[src/rtl/sipo16_rx.sv]
// sipo16_rx: serial-in / parallel-out word receiver.
// Bits arrive one per ser_valid cycle and are assembled into a WIDTH-bit word.
// The bit order is chosen per word from msb_first on the word's first bit.
// Each completed word moves into a holding register (Q_par) that a consumer
// takes over a valid/ready handshake, so the next word can be received while
// the previous one waits.
// Error flags are sticky:
//   overrun   - a completed word was dropped because the holding register was full.
//   frame_err - a partial word was abandoned after TIMEOUT idle cycles.
// Both flags clear only on clear or _rst.

module sipo16_rx #(
    parameter int WIDTH   = 16,
    parameter int TIMEOUT = 64
) (
    input  logic                     clk,
    input  logic                     _rst,
    input  logic                     ser_in,
    input  logic                     ser_valid,
    input  logic                     msb_first,
    input  logic                     clear,
    output logic [WIDTH-1:0]         Q_par,
    output logic                     par_valid,
    input  logic                     par_ready,
    output logic                     busy,
    output logic [$clog2(WIDTH):0]   bit_cnt,
    output logic                     overrun,
    output logic                     frame_err
);

    // Widths of the bit counter and the inter-bit idle counter.
    localparam int CW = $clog2(WIDTH) + 1;
    localparam int IW = (TIMEOUT > 0) ? $clog2(TIMEOUT + 1) : 1;

    // The counter value reached on the last bit of a word.
    localparam logic [CW-1:0] CNT_LAST  = CW'(WIDTH - 1);

    // The idle count from which one more empty cycle hits TIMEOUT.
    localparam logic [IW-1:0] IDLE_LAST = IW'((TIMEOUT > 0) ? TIMEOUT - 1 : 0);

    typedef enum logic {
        IDLE  = 1'b0,
        SHIFT = 1'b1
    } state_e;

    state_e            state_q,     state_d;
    logic [WIDTH-1:0]  sr_q,        sr_d;
    logic [CW-1:0]     bit_cnt_q,   bit_cnt_d;
    logic              dir_q,       dir_d;
    logic [IW-1:0]     idle_q,      idle_d;
    logic [WIDTH-1:0]  q_par_q,     q_par_d;
    logic              par_valid_q, par_valid_d;
    logic              overrun_q,   overrun_d;
    logic              frame_err_q, frame_err_d;

    logic [WIDTH-1:0]  shifted;
    logic              transfer;

    // Shift one bit into the register in the requested direction.
    // dir = 1: the bit enters at the LSB end (MSB-first order).
    // dir = 0: the bit enters at the MSB end (LSB-first order).
    function automatic logic [WIDTH-1:0] shift_in(
        input logic [WIDTH-1:0] sr,
        input logic             bit_in,
        input logic             dir
    );
        if (dir) begin
            return {sr[WIDTH-2:0], bit_in};
        end
        return {bit_in, sr[WIDTH-1:1]};
    endfunction

    // Next-state logic for the receive FSM, holding register and error flags.
    always_comb begin
        // NOTE: every _d starts from its _q, so a path that does not assign it still has a value and no latch is inferred.
        state_d     = state_q;
        sr_d        = sr_q;
        bit_cnt_d   = bit_cnt_q;
        dir_d       = dir_q;
        idle_d      = idle_q;
        q_par_d     = q_par_q;
        par_valid_d = par_valid_q;
        overrun_d   = overrun_q;
        frame_err_d = frame_err_q;

        // On a word's first bit the direction comes straight from msb_first.
        // After that it comes from the value latched in dir_q.
        shifted  = shift_in(sr_q, ser_in, (state_q == IDLE) ? msb_first : dir_q);
        transfer = par_valid_q & par_ready;

        if (transfer) begin
            par_valid_d = 1'b0;
        end

        if (clear) begin
            // Soft clear overrides everything, including a same-cycle bit.
            state_d     = IDLE;
            sr_d        = '0;
            bit_cnt_d   = '0;
            idle_d      = '0;
            q_par_d     = '0;
            par_valid_d = 1'b0;
            overrun_d   = 1'b0;
            frame_err_d = 1'b0;
        end else begin
            case (state_q)
                IDLE: begin
                    idle_d = '0;
                    if (ser_valid) begin
                        // WIDTH >= 2, so the first bit never completes a word.
                        dir_d     = msb_first;
                        sr_d      = shifted;
                        bit_cnt_d = CW'(1);
                        state_d   = SHIFT;
                    end
                end

                SHIFT: begin
                    if (ser_valid) begin
                        sr_d   = shifted;
                        idle_d = '0;
                        if (bit_cnt_q == CNT_LAST) begin
                            // This edge accepts the last bit of the word.
                            bit_cnt_d = '0;
                            state_d   = IDLE;
                            // Keep the word if the holding register is empty,
                            // or if it is being emptied on this same edge.
                            if (!par_valid_q || transfer) begin
                                q_par_d     = shifted;
                                par_valid_d = 1'b1;
                            end else begin
                                overrun_d = 1'b1;
                            end
                        end else begin
                            bit_cnt_d = bit_cnt_q + CW'(1);
                        end
                    end else if (TIMEOUT > 0) begin
                        if (idle_q == IDLE_LAST) begin
                            // The idle count reaches TIMEOUT on this edge.
                            // Abandon the partial word and flag a framing error.
                            sr_d        = '0;
                            bit_cnt_d   = '0;
                            idle_d      = '0;
                            state_d     = IDLE;
                            frame_err_d = 1'b1;
                        end else begin
                            idle_d = idle_q + IW'(1);
                        end
                    end
                end

                default: begin
                    state_d = IDLE;
                end
            endcase
        end
    end

    // State registers: asynchronous reset discards any partial word.
    always_ff @(posedge clk or negedge _rst) begin
        if (!_rst) begin
            state_q     <= IDLE;
            sr_q        <= '0;
            bit_cnt_q   <= '0;
            dir_q       <= 1'b0;
            idle_q      <= '0;
            q_par_q     <= '0;
            par_valid_q <= 1'b0;
            overrun_q   <= 1'b0;
            frame_err_q <= 1'b0;
        end else begin
            // NOTE: non-blocking assignments let every register update from the same pre-edge values.
            state_q     <= state_d;
            sr_q        <= sr_d;
            bit_cnt_q   <= bit_cnt_d;
            dir_q       <= dir_d;
            idle_q      <= idle_d;
            q_par_q     <= q_par_d;
            par_valid_q <= par_valid_d;
            overrun_q   <= overrun_d;
            frame_err_q <= frame_err_d;
        end
    end

    // Every output comes directly from a register.
    assign Q_par     = q_par_q;
    assign par_valid = par_valid_q;
    assign busy      = (state_q == SHIFT);
    assign bit_cnt   = bit_cnt_q;
    assign overrun   = overrun_q;
    assign frame_err = frame_err_q;

endmodule

[config.mk]
export PLATFORM = sky130hd
export DESIGN_NAME = sipo16_rx
export DESIGN_NICKNAME = d
export VERILOG_FILES = /design/src/rtl/sipo16_rx.sv
export SDC_FILE = /design/constraint.sdc
export NUM_CORES = 1
export LEC_CHECK = 0
export ABC_AREA = 1
export BUFFER_PORTS_ARGS = -buffer_cell sky130_fd_sc_hd__buf_4
export CAP_MARGIN = 20
export CELL_PAD_IN_SITES_DETAIL_PLACEMENT = 1
export CELL_PAD_IN_SITES_GLOBAL_PLACEMENT = 2
export CORE_UTILIZATION = 35
export DETAILED_ROUTE_END_ITERATION = 10
export PLACE_DENSITY = 0.79
export SLEW_MARGIN = 20
export SYNTH_ARGS = -nofsm -noshare
export SYNTH_HDL_FRONTEND = slang
export SYNTH_SLANG_ARGS = --single-unit
[constraint.sdc]
create_clock -name clk -period 1.9 [get_ports clk]
set_input_delay 0.475 -clock clk [delete_from_list [all_inputs] [get_ports clk]]
set_output_delay 0.475 -clock clk [all_outputs]
set_load 0.02 [all_outputs]
; ---- Word level (Yosys, flattened, before mapping)
; Cells that the tools add are included.
[word_totals]
out_inout_bits = 25
regBits = 49
input_bits = 7
[op_classes]
n_reduce_logical = 12
n_mux = 45
n_eq_ne = 6
bitwise = 3
add_sub_neg = 2
[op_table]
columns = op, count
row1 = $mux W16, 11
row2 = $pmux W16 S2, 1
row3 = $mux W5, 5
row4 = $mux W1, 22
row5 = $mux W7, 3
row6 = $pmux W7 S2, 1
row7 = $pmux W5 S2, 1
row8 = $reduce_bool A2 Y1, 5
row9 = $reduce_and A4 Y1, 2
row10 = $add A7 B1 Y7 const B, 1
row11 = $eq A7 B6 Y1 const B, 1
row12 = $reduce_and A3 Y1, 2
row13 = $add A5 B1 Y5 const B, 1
row14 = $eq A5 B4 Y1 const B, 1
row15 = $ne A4 B3 Y1 const B, 1
row16 = $ne A3 B3 Y1 const B, 1
row17 = $ne A2 B1 Y1 const B, 1
row18 = $ne A2 B2 Y1 const B, 1
row19 = $not A1 Y1, 2
row20 = $pmux W1 S2, 1
row21 = $reduce_and A2 Y1, 1
row22 = $and A1 B1 Y1, 1
row23 = $logic_not A1 Y1, 1
row24 = $logic_or A1 B1 Y1, 1

; ---- Depth between registers and ports, before layout
; Gate-level depths: netlist of the first run.
[logic_depth]
word_depth = 8
depth_mapped = 9
ltp_nobuf = 7

; ---- Worst setup path before layout of the first run
; OpenSTA, ideal clock, no wires.
[synth_timing]
kind = reg2reg
start = register bit_cnt_q[1], in the netlist bit_cnt[1]
end = register q_par_q[12], in the netlist Q_par[12]
t_arrival_ns = 1.354
path_stages_with_launch = 8
setup_ns = 0.117
path_slack_ns = 0.429
path_cell_list = dfrtp_1 > ha_1 > nand4_4 > nand2_1 > nand3_2 > buf_6 > nand2_2 > o21ai_2
[synth_via]
elab_chain_cells = 3
[synth_lines]
columns = element, line
row1 = "start, declared", 48  ; logic [CW-1:0] bit_cnt_q, bit_cnt_d;
row2 = "start signal, assigned", 175  ; bit_cnt_q <= bit_cnt_d;
row3 = $eq A5 B4 Y1, 122  ; if (bit_cnt_q == CNT_LAST) begin
row4 = $reduce_bool A2 Y1 (no source line), n/a
row5 = $reduce_and A4 Y1 (no source line), n/a
row6 = "end signal, assigned", 178  ; q_par_q <= q_par_d;
row7 = "end, declared", 51  ; logic [WIDTH-1:0] q_par_q, q_par_d;
; No other way between the ends.
; A chain may end at the register's enable or synchronous reset.

; ---- Final worst setup path of the first run
[layout_timing]
start = register state_q, in the netlist busy
end = output port busy
[layout_rtl]
columns = element, line
row1 = "start, declared", 46  ; state_e state_q, state_d;
row2 = "start signal, assigned", 173  ; state_q <= state_d;
row3 = "end, declared", 25  ; output logic busy,
; No word-level cell between the ends.

==> summary.txt, run 1 <==
Detailed routing
  – Iteration-0 DRC count of the detailed router: 94
  – WL final: 6700 um
  – Vias: 2215
  – TritonRoute pass-1 iters: 4
  – Routed len/inst: 15.0 um
  – DRC: 0
  – ANT nets after route: 0
  – Routed vias/inst: 4.94

Worst setup path
  – Req. time, crit path: 1.42 ns
  – Crit path depth: 1
  – Worst setup path startpoint: busy
  – Startpoint types: flip-flop
  – Worst reg2reg path depth: 6
  – Crit path DAT: 1.17 ns
  – CP max stage cell: dfrtp_1
  – Cell Chain, Critical Path: buf_4
  – CP delay by family, top: flip-flops
  – CP endpoint kind: output pin
  – R2r startpoint: busy
  – Crit Path Class: reg2out
  – Crit-path max FO: 9
  – Worst path bufs/invs: 1
  – Largest stage delay on the critical path: 0.63 ns

Pwr
  – Peak supply drop: 0.292 mV
  – Pwr/cell area: 785 nW/um2
  – Leak: 1.56 nW

STA
  – Fin crit period: 1.65 ns
  – Post-Route Setup TNS: 0 ns
  – Count of pins over their slew limit: 0
  – Final period util: 86.8%
  – Fmax: 606 MHz
  – Fin. Hold Viols: 0
  – Worst-margin pin slew: 0.655 ns
  – RSZ-0062 raised after global routing: no
  – Worst-case clock skew: 0.00374 ns
  – Final setup fails: 0
  – Slew margin rel.: 56.4%

Synthesis
  – Yosys cell types: 30
  – Ys flop type: dfrtp_1
  – Sequential share of the synthesized area: 44.7%
  – Area of the mapped netlist: 2740 um2
  – Syn nets: 330
  – Synth top cells by count: nand2_1, nand3_1, dfrtp_1, inv_1, nor2_1
  – Mapped Cells: 321
  – Syn avg cell area: 8.54 um2
  – YS warnings: 0
  – Post-synth EDFFs: 0
  – Main area contributors after synthesis: dfrtp_1, nand3_1, nand2_1
  – Synth top area share: 44.7%
  – Post-synth ARST share: 100%
  – Area leader, netlist: dfrtp_1
  – Most numerous cell in the Yosys netlist: nand2_1
  – Yosys reg bits: 49

Final layout
  – Final Core Density: 41.6%
  – Finished Cell Area: 3080 um2
  – Fillers: 880
  – Final net count: 358
  – Post-Layout Cell Count: 448
  – # diodes: 0
  – Synthesis-to-layout area growth: 12.4%
  – Share of cells above drive strength 1: 26.1%

Placement
  – Placement Cell Area: 3000 um2
  – I/O Buffers: 31
  – Placed cells: 441
  – Dpl hpwl: 4510 um
  – GP Congestion: 0.758

Floorplan
  – Die Ht: 90.5 um
  – Die footprint: 8190 um2
  – Chip Width: 90.5 um
  – Initial core utilization: 37.0%
  – Core area: 7410 um2
  – Row cnt: 31
  – Ports: 32

Global routing
  – Initial antenna violation count: 0
  – Largest net degree at the start of global routing: 50
  – First-pass GRT wire length: 11500 um
  – Vias in the first global route: 2305
  – Grt ovf: 0
  – Total track usage: 17.7%

Worst hold path
  – Worst hold path class: in2async

Status
  – Status: complete, no violations

CTS
  – # clock sinks: 49
  – Worst-path clk slew: 0.09 ns
  – H-tree levels: 2
  – TritonCTS clock tree: built
  – CTS resizes: 0
  – Buffer depth of the longest clock path: 2
  – Worst-Skew Late Latency: 0.31 ns
  – Clock buffer count from CTS: 5
  – Post-CTS setup buffer count: 0
  – Hold_buf cts: 0
  – Root Driver: clkbuf_8

Run
  – Maximum capacitance violations: 0
==> registers in the layout (all words and copies together), names as in the netlist <==
register,cells
idle_q,7
frame_err,1
Q_par,16
par_valid,1
busy,1
overrun,1
sr_q,16
bit_cnt,5
dir_q,1
==> routing by layer <==
metal / part of all wire [%] / global-route usage (%) / wire length, um / up-vias
met1: 49 / 23.0 / 3260 / 1090
met3: 3.3 / 4.04 / 224 / 7
li1: - / - / - / 1086
met2: 47 / 29.6 / 3140 / 32
met5: 0 / 0 / 0 / -
met4: 1.2 / 4.70 / 82 / 0
==> worst reg2reg max path, stage by stage, from the launching register on <==
cell and delay [ns]:
dfrtp_1 0.63, nand2_2 0.33, nand3_1 0.20, nand2_1 0.06, nor2_1 0.14, nand3_1 0.10, nand2_1 0.08
==> worst paths after layout <==
path	to	slack (ns)
max in group asynchronous	Q_par[10]	1.27
hold / removal	idle_q[4]	0.18
setup reg to reg	sr_q[6]	0.31
hold reg to reg	Q_par[10]	0.49
setup / recovery	busy	0.25
min in group clk	busy	0.46
==> metrics by stage <==
stage / hold slack, ns / worst slack, ns / total power, mW
5_1_grt: 0.237 / 0.171 / 2.56
2_1_floorplan: 0.179 / 0.429 / 1.61
3_5_place_dp: 0.467 / 0.338 / 1.81
4_1_cts: 0.214 / 0.240 / 2.46
6_report: 0.178 / 0.250 / 2.42
3_3_place_gp: 0.469 / 0.352 / 1.80
==> kinds of logic after synthesis <==
| group | after synthesis | synth area share (%) |
|---|---|---|
| xor gates and xnor gates | 6 | 1.92 |
| adders and majority gates | 2 | 0.912 |
| AOI/OAI and AO/OA | 16 | 3.88 |
| and+or+nand+nor | 200 | 38.0 |
| DFF | 49 | 44.7 |
| buffers and inverters | 48 | 10.5 |
==> where the power goes <==
group | internal (mW) | switching [mW] | leakage [nW]
clock network | 0.290 | 0.352 | 0.0443
registers | 1.14 | 0.0665 | 0.657
logic | 0.213 | 0.362 | 0.860
==> placed cells by master (no fill, tap or decap), types with 2 or more instances in the layout <==
master	Yosys	routed
nand2_1	71	71
buf_4	1	37
nor2_2	4	4
nand2_4	3	3
nand2_2	7	7
nand3_1	69	69
nor2_4	2	2
inv_1	24	24
o21ai_0	4	4
dfrtp_1	49	49
xor2_1	3	3
a21oi_1	3	3
o21ai_2	6	6
ha_1	2	2
clkbuf_8	0	6
nand3_2	16	16
inv_2	5	5
xnor2_1	3	3
nor2_1	24	24
==> cell type report <==
cell class              instances  area, um2  share of cell area [%]
multi-input cells             224       1230                    39.8
flip-flops and latches         49       1230                    39.8
inverters                      31        121                    3.94
clock buffers                   7       86.3                    2.80
repair buffers                 38        298                    9.66
well taps                      99        124                    4.02
(Power assumes the default switching activity.)
==> run 2, diff against run 1 <==
Settings changed: ABC_AREA 1 to default, CELL_PAD_IN_SITES_DETAIL_PLACEMENT 1 to 2, CORE_UTILIZATION 35 to 38, PLACE_DENSITY 0.79 to 0.78.
==> run 2 against run 1 <==
Effect of this change: via count shrank 31%; sequential power shrank 12%; sequential cell count is the same; power shrank 22%; largest cell class is now registers; global-route usage grew 2.9 points; core utilization grew 7.0 points.
==> summary.txt, run 2 <==
Status
  – Status: complete, no violations

Final layout
  – Commonest non-fill, non-tap cell in the layout: dfrtp_1
  – Final net count: 210
  – # diodes: 0
  – Post-Layout Cell Count: 271
  – Finished Cell Area: 2560 um2
  – Synthesis-to-layout area growth: 19.9%
  – Final Core Density: 48.6%
  – Share of cells above drive strength 1: 25.4%
  – Most frequent cells in the layout: dfrtp_1, buf_4, o2bb2ai_1

Worst setup path
  – Startpoint types: flip-flop
  – Req. time, crit path: 2.06 ns
  – Cell Chain, Critical Path: ha_1 > and4b_1 > and2_1 > o31ai_1
  – Crit Path Class: reg2reg
  – CP max stage cell: dfrtp_1
  – CP endpoint kind: flip-flop
  – Crit-path max FO: 6
  – Crit path DAT: 1.85 ns
  – Largest stage delay on the critical path: 0.43 ns

Detailed routing
  – DRC: 0
  – Routed vias/inst: 5.65
  – Iteration-0 DRC count of the detailed router: 64
  – ANT nets after route: 0
  – TritonRoute pass-1 iters: 4
  – Metal3 WL: 150 um
  – WL final: 5390 um
  – Routed len/inst: 19.9 um
  – Vias: 1532
  – M1 WL: 2430 um
  – Wire length on met2: 2740 um
  – Highest routed layer: met4

Synthesis
  – Simple-gate share of the synthesized area: 7.08%
  – Synth top cells by count: dfrtp_1, o2bb2ai_1, mux2i_1, nor2_1
  – Post-synth EDFFs: 0
  – Most numerous cell in the Yosys netlist: dfrtp_1
  – Syn nets: 173
  – Synth top area share: 57.4%
  – Sequential share of the synthesized area: 57.4%
  – Mapped Cells: 164
  – Multiplexer area fraction after synthesis: 9.07%
  – Synth Area in Compound Gates: 19.7%
  – Yosys reg bits: 49
  – YS warnings: 0
  – Syn avg cell area: 13.0 um2
  – Yosys cell types: 38
  – Ys flop type: dfrtp_1
  – Largest family of logic cells by synthesized area: compound AO/OA/AOI/OAI gates
  – Area leader, netlist: dfrtp_1
  – Xor-xnor portion of the synthesized cell area: 2.05%
  – Main area contributors after synthesis: dfrtp_1, o2bb2ai_1, mux2i_1
  – Post-Synth Adder-Cell Area: 1.17%
  – Area of the mapped netlist: 2140 um2
  – Post-synth ARST share: 100%

CTS
  – CTS resizes: 0
  – H-tree levels: 2
  – Root Driver: clkbuf_8
  – Clock buffer count from CTS: 5
  – TritonCTS clock tree: built
  – Buffer depth of the longest clock path: 2
  – # clock sinks: 49
  – Worst-path clk slew: 0.09 ns
  – Hold_buf cts: 0
  – Post-CTS setup buffer count: 0
  – Worst-Skew Late Latency: 0.30 ns

STA
  – Fin crit period: 1.69 ns
  – Worst-margin pin slew: 0.625 ns
  – Worst-case clock skew: 0.00550 ns
  – Final setup fails: 0
  – Fin. Hold Viols: 0
  – RSZ-0062 raised after global routing: no
  – Slew margin rel.: 58.3%
  – Post-route setup slack: 0.214 ns
  – Hold Slack: 0.176 ns
  – Fmax: 593 MHz
  – Post-Route Setup TNS: 0 ns
  – Count of pins over their slew limit: 0
  – Final period util: 88.7%

Floorplan
  – Die footprint: 5930 um2
  – Row cnt: 26
  – Die Ht: 77.0 um
  – Ports: 32
  – Core area: 5270 um2
  – Initial core utilization: 40.6%
  – Chip Width: 77.0 um

Global routing
  – Initial antenna violation count: 0
  – Vias in the first global route: 1726
  – Total track usage: 20.6%
  – Largest net degree at the start of global routing: 50
  – First-pass GRT wire length: 9370 um
  – Grt ovf: 0

Run
  – Maximum capacitance violations: 0

Pwr
  – Leak: 1.19 nW
  – Tot Pwr: 1.89 mW
  – Pwr/cell area: 736 nW/um2
  – Peak supply drop: 0.412 mV

Placement
  – Pre-CTS setup slack: 0.236 ns
  – Placement Cell Area: 2470 um2
  – GP Congestion: 0.738
  – Dpl hpwl: 3710 um
  – I/O Buffers: 31
  – Placed cells: 264

Worst hold path
  – Worst hold path class: in2async
run 2: per-layer routing:
metal / track usage (%) / vias to the layer above
li1: - / 699
met1: 26.7 / 804
met2: 34.0 / 25
met3: 4.88 / 4
met4: 6.60 / 0
met5: 0 / -
run 2: cell families after synthesis:
group,after synthesis
AOI/OAI and AO/OA,50
DFF,49
and+or+nand+nor,27
muxes,18
buffers and inverters,13
xor gates and xnor gates,5
adders and majority gates,2
run 2: cell type report:
cell class	instances	area, um2
Clock buffer	6	82.6
Clock inverter	1	7.51
Fill cell	546	2710
Inverter	3	11.3
Multi-Input combinational cell	102	835
Sequential cell	49	1230
Tap cell	70	87.6
Timing Repair Buffer	40	313
run 2: worst max-delay path: cells and delay by family (launching register included):
kind | cells | cell delay [ns]
AO/OA/AOI/OAI | 1 | 0.39
adder cells (fa/ha/maj) | 1 | 0.24
flip-flops | 1 | 0.43
AND/OR/NAND/NOR | 2 | 0.50
run 2: path summary, 6_finish.rpt:
kind                       slack (ns)  depth (start not counted)  startpoint         end
max                              0.21                          4  bit_cnt[1]  bit_cnt[0]
min                              0.18                          1        _rst     overrun
max reg2reg                      0.21                          4  bit_cnt[1]  bit_cnt[0]
min reg2reg                      0.47                          1   idle_q[0]   idle_q[0]
max in group asynchronous        1.29                          1        _rst    sr_q[12]
min in group clk                 0.41                          2       clear   par_valid
run 2: power by group:
part	internal, mW	leakage, nW	switching [mW]
clock network	0.288	0.0433	0.344
registers	1.05	0.678	0.0126
logic	0.0735	0.469	0.113
total	1.42	1.19	0.470
